$ cat src/rtl/msrv32_wr_en_ctrl.sv
// Registered write-enable controller for the msrv32 write-back stage.
// Gates NUM_PORTS register-file write channels with flush/kill-window, stall and x0 suppression.
module msrv32_wr_en_ctrl #(
    parameter int unsigned          NUM_PORTS          = 2,
    parameter int unsigned          ADDR_W             = 12,
    parameter int unsigned          DATA_W             = 32,
    parameter int unsigned          KILL_CYCLES        = 1,
    parameter logic [NUM_PORTS-1:0] ZERO_SUPPRESS_MASK = 'b01,
    parameter int unsigned          CNT_W              = 16
) (
    input  logic                          clk_in,
    input  logic                          rst_n_in,
    input  logic                          flush_in,
    input  logic                          stall_in,
    input  logic [NUM_PORTS-1:0]          wr_en_req_in,
    input  logic [NUM_PORTS*ADDR_W-1:0]   wr_addr_in,
    input  logic [NUM_PORTS*DATA_W-1:0]   wr_data_in,
    output logic [NUM_PORTS-1:0]          wr_en_out,
    output logic [NUM_PORTS*ADDR_W-1:0]   wr_addr_out,
    output logic [NUM_PORTS*DATA_W-1:0]   wr_data_out,
    output logic                          kill_active_out,
    output logic [CNT_W-1:0]              killed_cnt_out
);

    localparam int unsigned KW = (KILL_CYCLES == 0) ? 1 : $clog2(KILL_CYCLES + 1);
    localparam int unsigned DW = $clog2(NUM_PORTS + 1);
    localparam int unsigned SW = CNT_W + 1;
    localparam logic [KW-1:0] KILL_LOAD = KW'(KILL_CYCLES);

    logic [KW-1:0]               kill_cnt_q, kill_cnt_d;
    logic                        kill_active_q;
    logic [NUM_PORTS-1:0]        wr_en_q, wr_en_d;
    logic [NUM_PORTS*ADDR_W-1:0] wr_addr_q;
    logic [NUM_PORTS*DATA_W-1:0] wr_data_q;
    logic [CNT_W-1:0]            killed_cnt_q, killed_cnt_d;

    logic                        kill;
    logic [NUM_PORTS-1:0]        zero_sup;
    logic [NUM_PORTS-1:0]        drop_vec;
    logic [DW-1:0]               drops;
    logic [SW-1:0]               cnt_sum;

    // A flush reloads the window rather than extending it.
    always_comb begin
        kill       = flush_in | (kill_cnt_q != '0);
        kill_cnt_d = kill_cnt_q;
        if (flush_in) begin
            kill_cnt_d = KILL_LOAD;
        end else if (kill_cnt_q != '0) begin
            kill_cnt_d = kill_cnt_q - KW'(1);
        end
    end

    always_comb begin
        zero_sup = '0;
        wr_en_d  = '0;
        drop_vec = '0;
        drops    = '0;
        for (int i = 0; i < NUM_PORTS; i++) begin
            zero_sup[i] = ZERO_SUPPRESS_MASK[i] && (wr_addr_in[i*ADDR_W +: ADDR_W] == '0);
            wr_en_d[i]  = wr_en_req_in[i] & ~kill & ~stall_in & ~zero_sup[i];
            drop_vec[i] = wr_en_req_in[i] & kill & ~stall_in;
            drops       = drops + DW'(drop_vec[i]);
        end
    end

    // Saturating accumulate; the extra sum bit flags overflow.
    always_comb begin
        cnt_sum      = {1'b0, killed_cnt_q} + SW'(drops);
        killed_cnt_d = cnt_sum[CNT_W] ? '1 : cnt_sum[CNT_W-1:0];
    end

    always_ff @(posedge clk_in or negedge rst_n_in) begin
        if (!rst_n_in) begin
            kill_cnt_q    <= '0;
            kill_active_q <= 1'b0;
            wr_en_q       <= '0;
            wr_addr_q     <= '0;
            wr_data_q     <= '0;
            killed_cnt_q  <= '0;
        end else begin
            kill_cnt_q    <= kill_cnt_d;
            kill_active_q <= (kill_cnt_d != '0);
            wr_en_q       <= wr_en_d;
            killed_cnt_q  <= killed_cnt_d;
            if (!stall_in) begin
                wr_addr_q <= wr_addr_in;
                wr_data_q <= wr_data_in;
            end
        end
    end

    assign wr_en_out       = wr_en_q;
    assign wr_addr_out     = wr_addr_q;
    assign wr_data_out     = wr_data_q;
    assign kill_active_out = kill_active_q;
    assign killed_cnt_out  = killed_cnt_q;

endmodule

$ cat config.mk
export PLATFORM = sky130hd
export DESIGN_NAME = msrv32_wr_en_ctrl
export DESIGN_NICKNAME = d
export VERILOG_FILES = /design/src/rtl/msrv32_wr_en_ctrl.sv
export SDC_FILE = /design/constraint.sdc
export NUM_CORES = 1
export LEC_CHECK = 0
export ABC_AREA = 0
export BUFFER_PORTS_ARGS = -buffer_cell sky130_fd_sc_hd__buf_2
export CAP_MARGIN = 20
export CORE_ASPECT_RATIO = 0.8
export CORE_MARGIN = 1
export CORE_UTILIZATION = 50
export DETAILED_ROUTE_END_ITERATION = 8
export PLACE_DENSITY = 0.91
export SLEW_MARGIN = 20
export SYNTH_ARGS = -nofsm -noshare
export SYNTH_HDL_FRONTEND = slang
export SYNTH_SLANG_ARGS = --single-unit
$ cat constraint.sdc
create_clock -name clk_in -period 3.2 [get_ports clk_in]
set_input_delay 0.16 -clock clk_in [delete_from_list [all_inputs] [get_ports clk_in]]
set_output_delay 0.16 -clock clk_in [all_outputs]
set_load 0.005 [all_outputs]
==> summary.txt, run 1 <==
Status
  • Outcome: complete, no violations

Hold path
  • Hold path depth: 2
  • Hold Path Origin: wr_data_in[26]
  • Hold crit path type: in -> reg
  • Hold endpoint: wr_data_out[26]

Worst setup path
  • Crit Path Max Fanout: 14
  • Reg2reg start: kill_cnt_q
  • Worst Setup Start Kind: primary input
  • FF-to-FF setup slack: between 0.8 and 0.9 ns
  • Worst reg-to-reg path cell count: 7
  • Reg2reg end: killed_cnt_out[0]
  • Worst setup EP type: flip-flop
  • Worst Path Class, Setup: in -> reg
  • Crit path required time: 3.48 ns
  • Crit path arrival time: 2.63 ns

Clocking
  • Root buffer cell: clkbuf_8
  • Clock sinks: 107
  • CTS resizes: 0
  • CTS Buf Count: 9
  • Clock buffer depth: 2
  • CTS tree: built
  • Postcts setup bufs: 0
  • Hold_buf cts: 1
  • CTS clock-pin slew for the worst setup and hold paths: 0.10 ns
  • H-Tree Level Count: 3
  • Worst-Skew Late Latency: 0.36 ns

STA
  • Crit share post-route: 73.5%
  • RSZ-0062 raised after global routing: false
  • Final hold slack: 0.0243 ns
  • Final setup violating endpoints: 0
  • Worst-Margin Slew: about 0.78 ns
  • Max-slew violation count: 0
  • Hold Fails Final Rpt: 0
  • Fin crit period: 2.35 ns
  • Clk_skew: roughly 0.010 ns
  • Post-route setup TNS: 0 ns
  • Slew headroom: 48.2%
  • Fmax achieved: 425 MHz

Detailed routing
  • Routed wire length per instance: 16.2 um
  • DRC: 0
  • Via-to-Cell Ratio: 5.08
  • Final WL: approximately 10 mm
  • Detail Route Antenna Nets: 0
  • DRT iter0 DRCs: 112
  • Via count: slightly above 3000
  • Drt pass-1 iters: 4

Power and ir drop
  • Total power: 2.90 mW
  • Power density over cell area: 517 mW/mm^2
  • Total leakage power: 2.77 nW
  • Worst VDD drop: around 0.32 mV

Final layout
  • Ant. Diodes: 0
  • Area growth, synth to finish: 33.4%
  • Fin area: ~0.0056 mm^2
  • Final nets: 589
  • # fillers: 603
  • Share of cells above drive strength 1: 62.4%

Global route
  • Pin count of the biggest net entering global routing: 90
  • Vias in the first global route: 2984
  • Remaining global-route overflow: 0
  • First-pass GRT wire length: ~15 mm
  • Initial antenna violation count: 0
  • Total GRT Usage: 21.8%

Placed design
  • I/O Buffers: 200
  • GP Congestion: 0.803
  • Area post-placement: approximately 0.0053 mm^2
  • Final HPWL DP: roughly 7.1 mm

Yosys
  • Mapped Cells: 279
  • Syn. warnings: 0
  • Flop and latch count out of synthesis: between 100 and 150
  • Sequential fraction of the synthesis area: between 60% and 70%
  • Synthesized net count: roughly 380
  • Post-synthesis cell area: ~0.0042 mm^2
  • Count of cell types in the netlist: 34
  • Avg Synthesized Cell Area: around 15 um^2

Die
  • Area of the die: about 0.009 mm^2
  • Die W: 105 um
  • Core area: 0.00806 mm^2
  • Die Height: 84.1 um
  • Row Count: 29
  • Top Ports: 201
  • Initial Util: between 50 and 60%

Flow run
  • Max Cap Viol: 0
[cells in the final DEF, fill, tap and decap left out, drive strengths merged, types with 6 or more instances in the layout]
cell type and instances:
nand2 7, dfrtp 107, dlygate4sd3 12, or4 6, buf 203, clkbuf 9
inv 8, mux2 90, o21ai 7, nand3 11
[critical path, cell delays in order]
cell and delay (ns):
dlygate4sd3_1 0.52, buf_2 0.13, o21ai_0 0.10, fa_1 0.44, inv_1 0.09, ha_1 0.22
nand3_4 0.14, or4_4 0.67, nand2_1 0.16
[registers in the layout, summed over array words and instances (netlist names)]
name / flops
wr_addr_out: 24
killed_cnt_out: 16
kill_cnt_q: 1
wr_data_out: 64
wr_en_out: 2
[routing by layer]
metal	routed length (um)	part of all wire (%)	vias to the layer above	global-route usage, %
met1	3950	40	1503	27.1
met3	559	5.7	13	5.93
met2	5200	53	130	38.2
li1	-	-	1434	-
met5	0	0	-	0
met4	103	1.0	0	4.99
[synthesized netlist by cell type]
master | n | area, um^2
fa_1 | 1 | 20.0
or4_1 | 5 | 37.5
or4_4 | 1 | 11.3
nand4_2 | 1 | 12.5
and4b_1 | 1 | 10.0
clkbuf_1 | 2 | 7.51
nand3_4 | 1 | 17.5
a41oi_1 | 1 | 8.76
buf_2 | 9 | 45.0
nand4b_1 | 2 | 17.5
nor2_1 | 2 | 7.51
nor3_1 | 1 | 5.00
inv_1 | 4 | 15.0
xor2_1 | 1 | 8.76
and3_1 | 2 | 12.5
o41ai_1 | 2 | 17.5
or3_1 | 2 | 12.5
o31ai_1 | 3 | 22.5
xnor2_1 | 1 | 8.76
a21oi_1 | 1 | 5.00
nand2b_1 | 3 | 18.8
nand4_1 | 2 | 12.5
o21ai_0 | 7 | 35.0
a31oi_1 | 1 | 6.26
nand3_1 | 10 | 50.1
mux2_1 | 1 | 11.3
nor4_1 | 4 | 25.0
nor2b_1 | 2 | 12.5
mux2_2 | 89 | 1000
and2_1 | 1 | 6.26
buf_6 | 1 | 11.3
dfrtp_1 | 107 | 2680
nand2_1 | 7 | 26.3
ha_1 | 1 | 12.5
[metrics by stage]
stage | std cells | util, % | setup WS, ns
2_1_floorplan | 279 | - | 0.738
3_3_place_gp | 578 | 65.9 | 0.942
3_5_place_dp | 578 | 65.9 | 0.790
4_1_cts | 595 | 68.3 | 0.853
5_1_grt | 606 | 69.7 | 0.753
6_report | 606 | 69.7 | 0.848
[cells by family (layout without fill, tap and decap cells)]
group | Yosys count | count (layout) | synth area share [%]
mux | 90 | 90 | 24.1
fa+ha+maj | 2 | 2 | 0.773
xor+xnor | 2 | 2 | 0.416
simple gates | 47 | 47 | 7.01
flops | 107 | 107 | 63.6
compound gates | 15 | 15 | 2.26
buf+inv | 16 | 235 | 1.87
[layout make-up]
cell class                 instances  area (um^2)  area share (%)
sequential                       107         2680            47.7
multi-input combinational        156         1450            25.9
timing repair buffer             215         1150            20.5
tap                              108          135            2.41
clock buffer                       9          124            2.21
clock inverter                     7         58.8            1.05
inverter                           4         15.0           0.267
[where the power goes]
part	switching [mW]	internal, mW
Sequential	0.125	1.50
Combinational	0.226	0.290
Clock	0.464	0.297
Total	0.815	2.09
[worst max path at each step]
stage                                    end  slack [ns]  cells after the start      from
after detailed placement   killed_cnt_out[0]        0.79                      9  stall_in
final                      killed_cnt_out[0]        0.85                      9  flush_in
after global placement     killed_cnt_out[5]        0.94                      9  stall_in
after global routing      killed_cnt_out[14]        0.75                      9  flush_in
after floorplan           killed_cnt_out[13]        0.74                     11  stall_in
after CTS                  killed_cnt_out[0]        0.85                      9  flush_in
Power figures use the tool's default switching activity.
==> inputs of run 2 (changes only) <==
--- a/config.mk
+++ b/config.mk
@@ -5,14 +5,14 @@
 export SDC_FILE = /design/constraint.sdc
 export NUM_CORES = 1
 export LEC_CHECK = 0
-export ABC_AREA = 0
+export ABC_AREA = 1
 export BUFFER_PORTS_ARGS = -buffer_cell sky130_fd_sc_hd__buf_2
 export CAP_MARGIN = 20
 export CORE_ASPECT_RATIO = 0.8
 export CORE_MARGIN = 1
-export CORE_UTILIZATION = 50
+export CORE_UTILIZATION = 42
 export DETAILED_ROUTE_END_ITERATION = 8
-export PLACE_DENSITY = 0.91
+export PLACE_DENSITY = 0.82
 export SLEW_MARGIN = 20
 export SYNTH_ARGS = -nofsm -noshare
 export SYNTH_HDL_FRONTEND = slang
==> constraint.sdc (replaced) <==
create_clock -name clk_in -period 1.95 [get_ports clk_in]
set_input_delay 0.0975 -clock clk_in [delete_from_list [all_inputs] [get_ports clk_in]]
set_output_delay 0.0975 -clock clk_in [all_outputs]
set_load 0.005 [all_outputs]
==> run 2 against run 1 <==
Net effect:
- combinational power up 92%
- sequential share of layout area down 7.9 points
- power up 89%
- die area up 23%
- clock skew down 0.0034 ns
- worst hold slack worse by 0.011 ns
- clock-buffer cell count up 1
- cell count up 27%
- area after synthesis up 3.4%
- via count up 18%
- critical path depth up 2
- non-clock buffer count up 75
- critical path type is now reg -> reg
- largest cell class unchanged
- highest routed layer unchanged
==> summary.txt, run 2 <==
STA
  • Final hold slack: 0.0136 ns (-0.0107 ns)
  • Fin crit period: between 1.5 and 2 ns
  • RSZ-0062 raised after global routing: true
  • Fmax achieved: 548 MHz
  • Post-route setup TNS: 0 ns (unchanged)
  • Max-slew violation count: 0 (unchanged)
  • Crit share post-route: 93.6%
  • Hold Fails Final Rpt: 0 (unchanged)
  • Final setup violating endpoints: 0 (unchanged)
  • Slew headroom: 43.6% (-4.6 points)
  • Clk_skew: 0.00692 ns (-0.00341 ns)
  • Worst-Margin Slew: 0.847 ns (+0.0697 ns)

Detailed routing
  • Routed wire length per instance: 15.3 um (-5.4%)
  • M1 WL: 4.71 mm (+19%)
  • Met2 WL: 6.21 mm (+19%)
  • Top Metal Used: met4
  • Final WL: 11.8 mm (+20%)
  • Via count: 3628 (+18%)
  • WL met3: 673 um (+20%)
  • Detail Route Antenna Nets: 0 (unchanged)
  • DRC: 0 (unchanged)
  • DRT iter0 DRCs: 139 (+24%)
  • Via-to-Cell Ratio: 4.71 (-7.4%)
  • Drt pass-1 iters: 4 (unchanged)

Clocking
  • CTS Buf Count: 9 (unchanged)
  • Clock buffer depth: 2 (unchanged)
  • Worst-Skew Late Latency: 0.34 ns (-0.02 ns)
  • H-Tree Level Count: 3 (unchanged)
  • Postcts setup bufs: 0 (unchanged)
  • Root buffer cell: clkbuf_16
  • CTS clock-pin slew for the worst setup and hold paths: 0.07 ns (-0.03 ns)
  • Clock sinks: 107 (unchanged)
  • CTS tree: built

Worst setup path
  • Crit path arrival time: 2.05 ns (-0.58 ns)
  • Crit path required time: 2.18 ns (-1.30 ns)
  • CP startpoint: kill_cnt_q
  • Crit Path Max Fanout: 5 (-9)
  • Reg2reg start: kill_cnt_q
  • Worst setup EP type: flip-flop
  • Worst Setup Start Kind: flip-flop
  • Worst Path Class, Setup: reg -> reg
  • FF-to-FF setup slack: 0.13 ns (-0.76 ns)

Yosys
  • Synthesized net count: 437 (+17%)
  • Syn. warnings: 0 (unchanged)
  • Most common cell in the synthesized netlist: dfrtp_1
  • Post-Synth Adder-Cell Area: 0.747% (-0.026 points)
  • Post-synthesis simple-gate area fraction: 10.9% (+3.8 points)
  • Asr flop ratio synth: 100% (unchanged)
  • Synth area leader: dfrtp_1
  • Sequential fraction of the synthesis area: 61.5% (-2.1 points)
  • Mux cell area share after synthesis: 20.7% (-3.4 points)
  • Largest family of logic cells by synthesized area: multiplexers
  • Compound-Gate Fraction of Synth Area: 1.61% (-0.65 points)
  • Flop and latch count out of synthesis: 107 (unchanged)
  • Top_reg_cell synth: dfrtp_1
  • Post-synth top cells: dfrtp_1, mux2_1, nand2_1
  • Count of cell types in the netlist: 23 (-32%)
  • Post-synthesis cell area: 0.00436 mm^2 (+3.4%)
  • Avg Synthesized Cell Area: 12.8 um^2 (-15%)
  • Post-Synth XOR/XNOR Area: 0.603% (+0.19 points)
  • Synth top area cells: dfrtp_1, mux2_1, nand2_1, inv_1, nand3_1
  • Post-synth EDFFs: 0 (unchanged)
  • Top cell type's share of synthesized area: 61.5% (-2.1 points)
  • Mapped Cells: 341 (+22%)

Global route
  • Vias in the first global route: 3812 (+28%)
  • Total GRT Usage: 22.4% (+0.63 points)
  • First-pass GRT wire length: 18.3 mm (+24%)
  • Initial antenna violation count: 0 (unchanged)
  • Remaining global-route overflow: 0 (unchanged)
  • Pin count of the biggest net entering global routing: 98 (+8.9%)

Hold path
  • Hold crit path type: in -> reg
  • Hold Path Origin: wr_addr_in[2]

Die
  • Die W: 116 um (+11%)
  • Die Height: 93.1 um (+11%)
  • Row Count: 32 (+10%)
  • Core area: 0.00985 mm^2 (+22%)
  • Area of the die: 0.0108 mm^2 (+23%)
  • Initial Util: 44.2% (-8.0 points)
  • Top Ports: 201 (unchanged)

Power and ir drop
  • Worst VDD drop: 0.725 mV (+130%)
  • Power density over cell area: 815 mW/mm^2 (+58%)
  • Total leakage power: 3.35 nW (+21%)
  • Total power: 5.49 mW (+89%)

Final layout
  • Largest register FFs: 64 (unchanged)
  • Most frequent cells in the layout: buf_2, dfrtp_1, dlygate4sd3_1
  • Fin area: 0.00673 mm^2 (+20%)
  • Final std cells w/o fill: 771 (+27%)
  • Ant. Diodes: 0 (unchanged)
  • Final nets: 726 (+23%)
  • Most common cell after layout, fill and taps aside: buf_2
  • Area growth, synth to finish: 54.6%
  • Share of cells above drive strength 1: 38.9% (-24 points)

Placed design
  • Area post-placement: 0.00553 mm^2 (+4.1%)
  • Final HPWL DP: 7.44 mm (+4.6%)
  • GP Congestion: 0.763 (-5.0%)
  • I/O Buffers: 200 (unchanged)
  • Placed Cells: 669 (+16%)

Flow run
  • Max Cap Viol: 0 (unchanged)

Status
  • Outcome: complete, no violations
## run 2: changes by cell type after synthesis, moves of 6 or more
cell / before / now
inv_1: 4 / 28
mux2_1: 1 / 80
mux2_2: 89 / 0
nand2_1: 7 / 38
nand2_2: 0 / 8
nand3_2: 0 / 6
nor2_1: 2 / 17
o21ai_0: 7 / 0
o21ai_1: 0 / 14
## run 2: layout make-up
class / count / area (um^2)
multi-input cells: 193 / 1550
clock buffers: 10 / 239
well taps: 136 / 170
clock inverters: 6 / 73.8
inverters: 29 / 109
repair buffers: 290 / 1910
fillers: 728 / 3120
flip-flops and latches: 107 / 2680
## run 2: timing repair
item / CTS / global route
pin swaps: 0 / 1
setup endpoints to repair: 14 / 16
gates resized for setup: 1 / 5
hold buffers: 84 / 2
hold endpoints to repair: 122 / 2
## run 2: stage by stage
| stage | setup WS (ns) | util [%] |
|---|---|---|
| after floorplan | 0.00465 | - |
| after global placement | 0.0367 | 56.1 |
| after detailed placement | -0.0977 | 56.1 |
| after CTS | 0.00138 | 67.9 |
| after global routing | -0.00142 | 68.4 |
| final | 0.126 | 68.4 |
## run 2: path summary, 6_finish.rpt
path                                           end  cells after the start
max in group asynchronous          wr_addr_out[10]                      3
min in group asynchronous          wr_data_out[43]                      2
worst max register to register  killed_cnt_out[14]                     11
worst min-delay path                wr_addr_out[2]                      3
worst max-delay path            killed_cnt_out[14]                     11
worst min register to register      wr_addr_out[6]                      1
## run 2: logic make-up after synthesis
group | Yosys count
AOI/OAI and AO/OA | 14
xor gates and xnor gates | 3
muxes | 80
adders and majority gates | 2
DFF | 107
and+or+nand+nor | 94
buffers and inverters | 41
## run 2: per-layer routing
metal | vias up | global-route usage (%)
li1 | 1708 | -
met1 | 1759 | 25.0
met2 | 138 | 41.8
met3 | 23 | 5.44
met4 | 0 | 6.94
met5 | - | 0
## run 2: critical path, stage by stage, from the launching register on
cell and delay [ns]:
dfrtp_1 0.35, nor2_1 0.06, inv_1 0.09, nand2_1 0.09, fa_2 0.38, inv_2 0.08
ha_4 0.15, nand3_4 0.11, nor2_2 0.17, nand3_1 0.09, nand2_1 0.08, nand3_2 0.06
## run 2: report_power, final
part           internal (mW)  switching (mW)  total, mW
Combinational          0.550           0.439      0.989
Sequential              2.47           0.188       2.65
Clock                   1.04           0.799       1.84
==> inputs of run 3 (changes only) <==
==> constraint.sdc (replaced) <==
create_clock -name clk_in -period 1.65 [get_ports clk_in]
set_input_delay 0.0825 -clock clk_in [delete_from_list [all_inputs] [get_ports clk_in]]
set_output_delay 0.0825 -clock clk_in [all_outputs]
set_load 0.005 [all_outputs]
==> run 3 against run 2 <==
Net effect:
- the run now ends with negative setup slack left
- clock skew fell by 0.0035 ns
- power grew 17%
- critical path depth stayed put
- cell count rose by 1.6%
- non-clock buffer count increased by 12
- fmax rose by 3.2%
- final area up 1.7%
- worst setup slack worse by 0.24 ns
- critical path type unchanged
- critical endpoint unchanged
- largest power group unchanged
- highest routed layer unchanged
==> summary.txt, run 3 (synthesis results as in run 2) <==
STA
  • RSZ-0062 raised after global routing: true
  • Crit share post-route: 107% (+14 points)
  • Max-slew violation count: 0 (unchanged)
  • Final hold slack: 0.141 ns (+0.127 ns)
  • Final setup violating endpoints: 16 (+16)
  • Slew headroom: 63.3% (+20 points)
  • Clk_skew: 0.00344 ns (-0.00348 ns)
  • Fmax achieved: 566 MHz (+3.2%)
  • Hold Fails Final Rpt: 0 (unchanged)
  • Final WS setup: -0.118 ns (-0.244 ns)
  • Fin crit period: 1.77 ns (-0.0563 ns)
  • Worst-Margin Slew: 0.550 ns (-0.296 ns)

Final layout
  • Reg area: 0.00268 mm^2 (unchanged)
  • Post-layout util: 69.6% (+1.2 points)
  • Most frequent cells in the layout: buf_2, dfrtp_1, dlygate4sd3_1
  • Final std cells w/o fill: 783 (+1.6%)
  • Area occupied by multi-input gates: 0.00158 mm^2 (+1.9%)
  • Share of cells above drive strength 1: 40.3% (+1.4 points)
  • Largest register FFs: 64 (unchanged)
  • Ant. Diodes: 0 (unchanged)
  • Most common cell after layout, fill and taps aside: buf_2
  • Final nets: 738 (+1.7%)
  • Area growth, synth to finish: 57.3%
  • # fillers: 681 (-6.5%)

Detailed routing
  • DRC: 0 (unchanged)
  • Detail Route Antenna Nets: 0 (unchanged)
  • Via-to-Cell Ratio: 4.71 (+0.18%)
  • Drt pass-1 iters: 4 (unchanged)
  • DRT iter0 DRCs: 120 (-14%)
  • Routed wire length per instance: 15.9 um (+4.0%)
  • Final WL: 12.5 mm (+5.6%)
  • Via count: 3691 (+1.7%)

Die
  • Area of the die: 0.0108 mm^2 (unchanged)
  • Die Height: 93.1 um (unchanged)
  • Top Ports: 201 (unchanged)
  • Row Count: 32 (unchanged)
  • Die W: 116 um (unchanged)
  • Initial Util: 44.2% (unchanged)
  • Core area: 0.00985 mm^2 (unchanged)

Worst setup path
  • FF-to-FF setup slack: -0.12 ns (-0.24 ns)
  • Reg2reg start: kill_cnt_q
  • CP peak stage delay: 0.37 ns (about the same)
  • Worst path slowest cell: fa_2
  • CP endpoint: killed_cnt_out[14]
  • Worst reg-to-reg path cell count: 11 (unchanged)
  • Reg2reg end: killed_cnt_out[14]
  • Crit path required time: 1.87 ns (-0.31 ns)
  • Worst Setup Start Kind: flip-flop
  • CP startpoint: kill_cnt_q
  • CP Cell Sequence: nor2_2, inv_2, nand2_2, fa_2, inv_2, ha_4, nand3_4, nor2_4, nand3_2, nand2_2, nand3_2
  • Crit Path Max Fanout: 5 (unchanged)
  • Crit path arrival time: 1.99 ns (-0.06 ns)
  • Worst Path Class, Setup: reg -> reg
  • Worst setup EP type: flip-flop

Power and ir drop
  • Total power: 6.40 mW (+17%)
  • Power density over cell area: 935 mW/mm^2 (+15%)
  • Worst VDD drop: 0.784 mV (+8.1%)
  • Total leakage power: 3.42 nW (+2.1%)

Hold path
  • Hold crit path type: in -> reg

Global route
  • Pin count of the biggest net entering global routing: 108 (+10%)
  • First-pass GRT wire length: 19.1 mm (+4.3%)
  • Vias in the first global route: 3776 (-0.94%)
  • Total GRT Usage: 23.5% (+1.1 points)
  • Remaining global-route overflow: 0 (unchanged)
  • Initial antenna violation count: 0 (unchanged)

Placed design
  • Placed Cells: 674 (+0.75%)
  • Final HPWL DP: 7.36 mm (-1.0%)
  • Place WS: -0.265 ns (-0.168 ns)
  • GP Congestion: 0.804 (+5.4%)
  • I/O Buffers: 200 (unchanged)

Clocking
  • Clock sinks: 107 (unchanged)
  • CTS tree: built
  • Clock buffer depth: 2 (unchanged)
  • H-Tree Level Count: 3 (unchanged)
  • CTS clock-pin slew for the worst setup and hold paths: 0.07 ns (about the same)
  • CTS Buf Count: 9 (unchanged)
  • Worst-Skew Late Latency: 0.34 ns (about the same)
  • Root buffer cell: clkbuf_16

Status
  • Failing checks: negative setup slack
  • Outcome: finished, violations left

Flow run
  • Max Cap Viol: 0 (unchanged)
-- run 3: layout make-up --
class / count / area share, %
multi-input combinational: 193 / 23.1
sequential: 107 / 39.1
tap: 136 / 2.48
clock buffer: 10 / 3.49
inverter: 29 / 1.63
clock inverter: 6 / 0.694
timing repair buffer: 302 / 29.6
-- run 3: timing repair --
| action | CTS | global route |
|---|---|---|
| pin swaps | 1 | 4 |
| resized for setup | 4 | 8 |
| endpoints found under the setup margin | 16 | 16 |
| hold buffers | 91 | 0 |
| buffers inserted | 2 | 0 |
| endpoints found under the hold margin | 197 | 0 |
-- run 3: metrics by stage --
stage          instance area (um^2)  setup TNS [ns]
6_report                       6850           -1.39
2_1_floorplan                  4410           -1.04
4_1_cts                        6820           -1.72
3_3_place_gp                   5590           -2.02
5_1_grt                        6850           -2.76
3_5_place_dp                   5590           -3.38
-- run 3: worst min path at each step --
| stage | from | to | slack [ns] | cells after the start |
|---|---|---|---|---|
| floorplan | rst_n_in | kill_cnt_q | -0.21 | 0 |
| global placement | rst_n_in | wr_data_out[23] | 0.19 | 2 |
| detailed placement | rst_n_in | wr_data_out[17] | 0.20 | 2 |
| CTS | flush_in | wr_en_out[0] | 0.11 | 5 |
| global route | stall_in | wr_addr_out[13] | 0.16 | 3 |
| finish | flush_in | wr_en_out[0] | 0.14 | 5 |
-- run 3: report_power, final --
part	total [mW]	internal (mW)	switching, mW
sequential	3.15	2.91	0.235
combinational	1.21	0.675	0.534
clock	2.04	1.08	0.965
-- run 3: per-layer routing --
layer / vias up / track usage, % / part of all wire (%)
li1: 1723 / - / -
met1: 1796 / 27.7 / 40
met2: 147 / 41.9 / 52
met3: 25 / 5.83 / 6.1
met4: 0 / 7.48 / 2.2
met5: - / 0 / 0
-- run 3: worst max-delay path, delay by kind of cell (launching register included) --
family	cells	cell delay (ns)
adders and majority gates	2	0.51
buffers and inverters	2	0.15
DFF	1	0.36
and+or+nand+nor	7	0.61
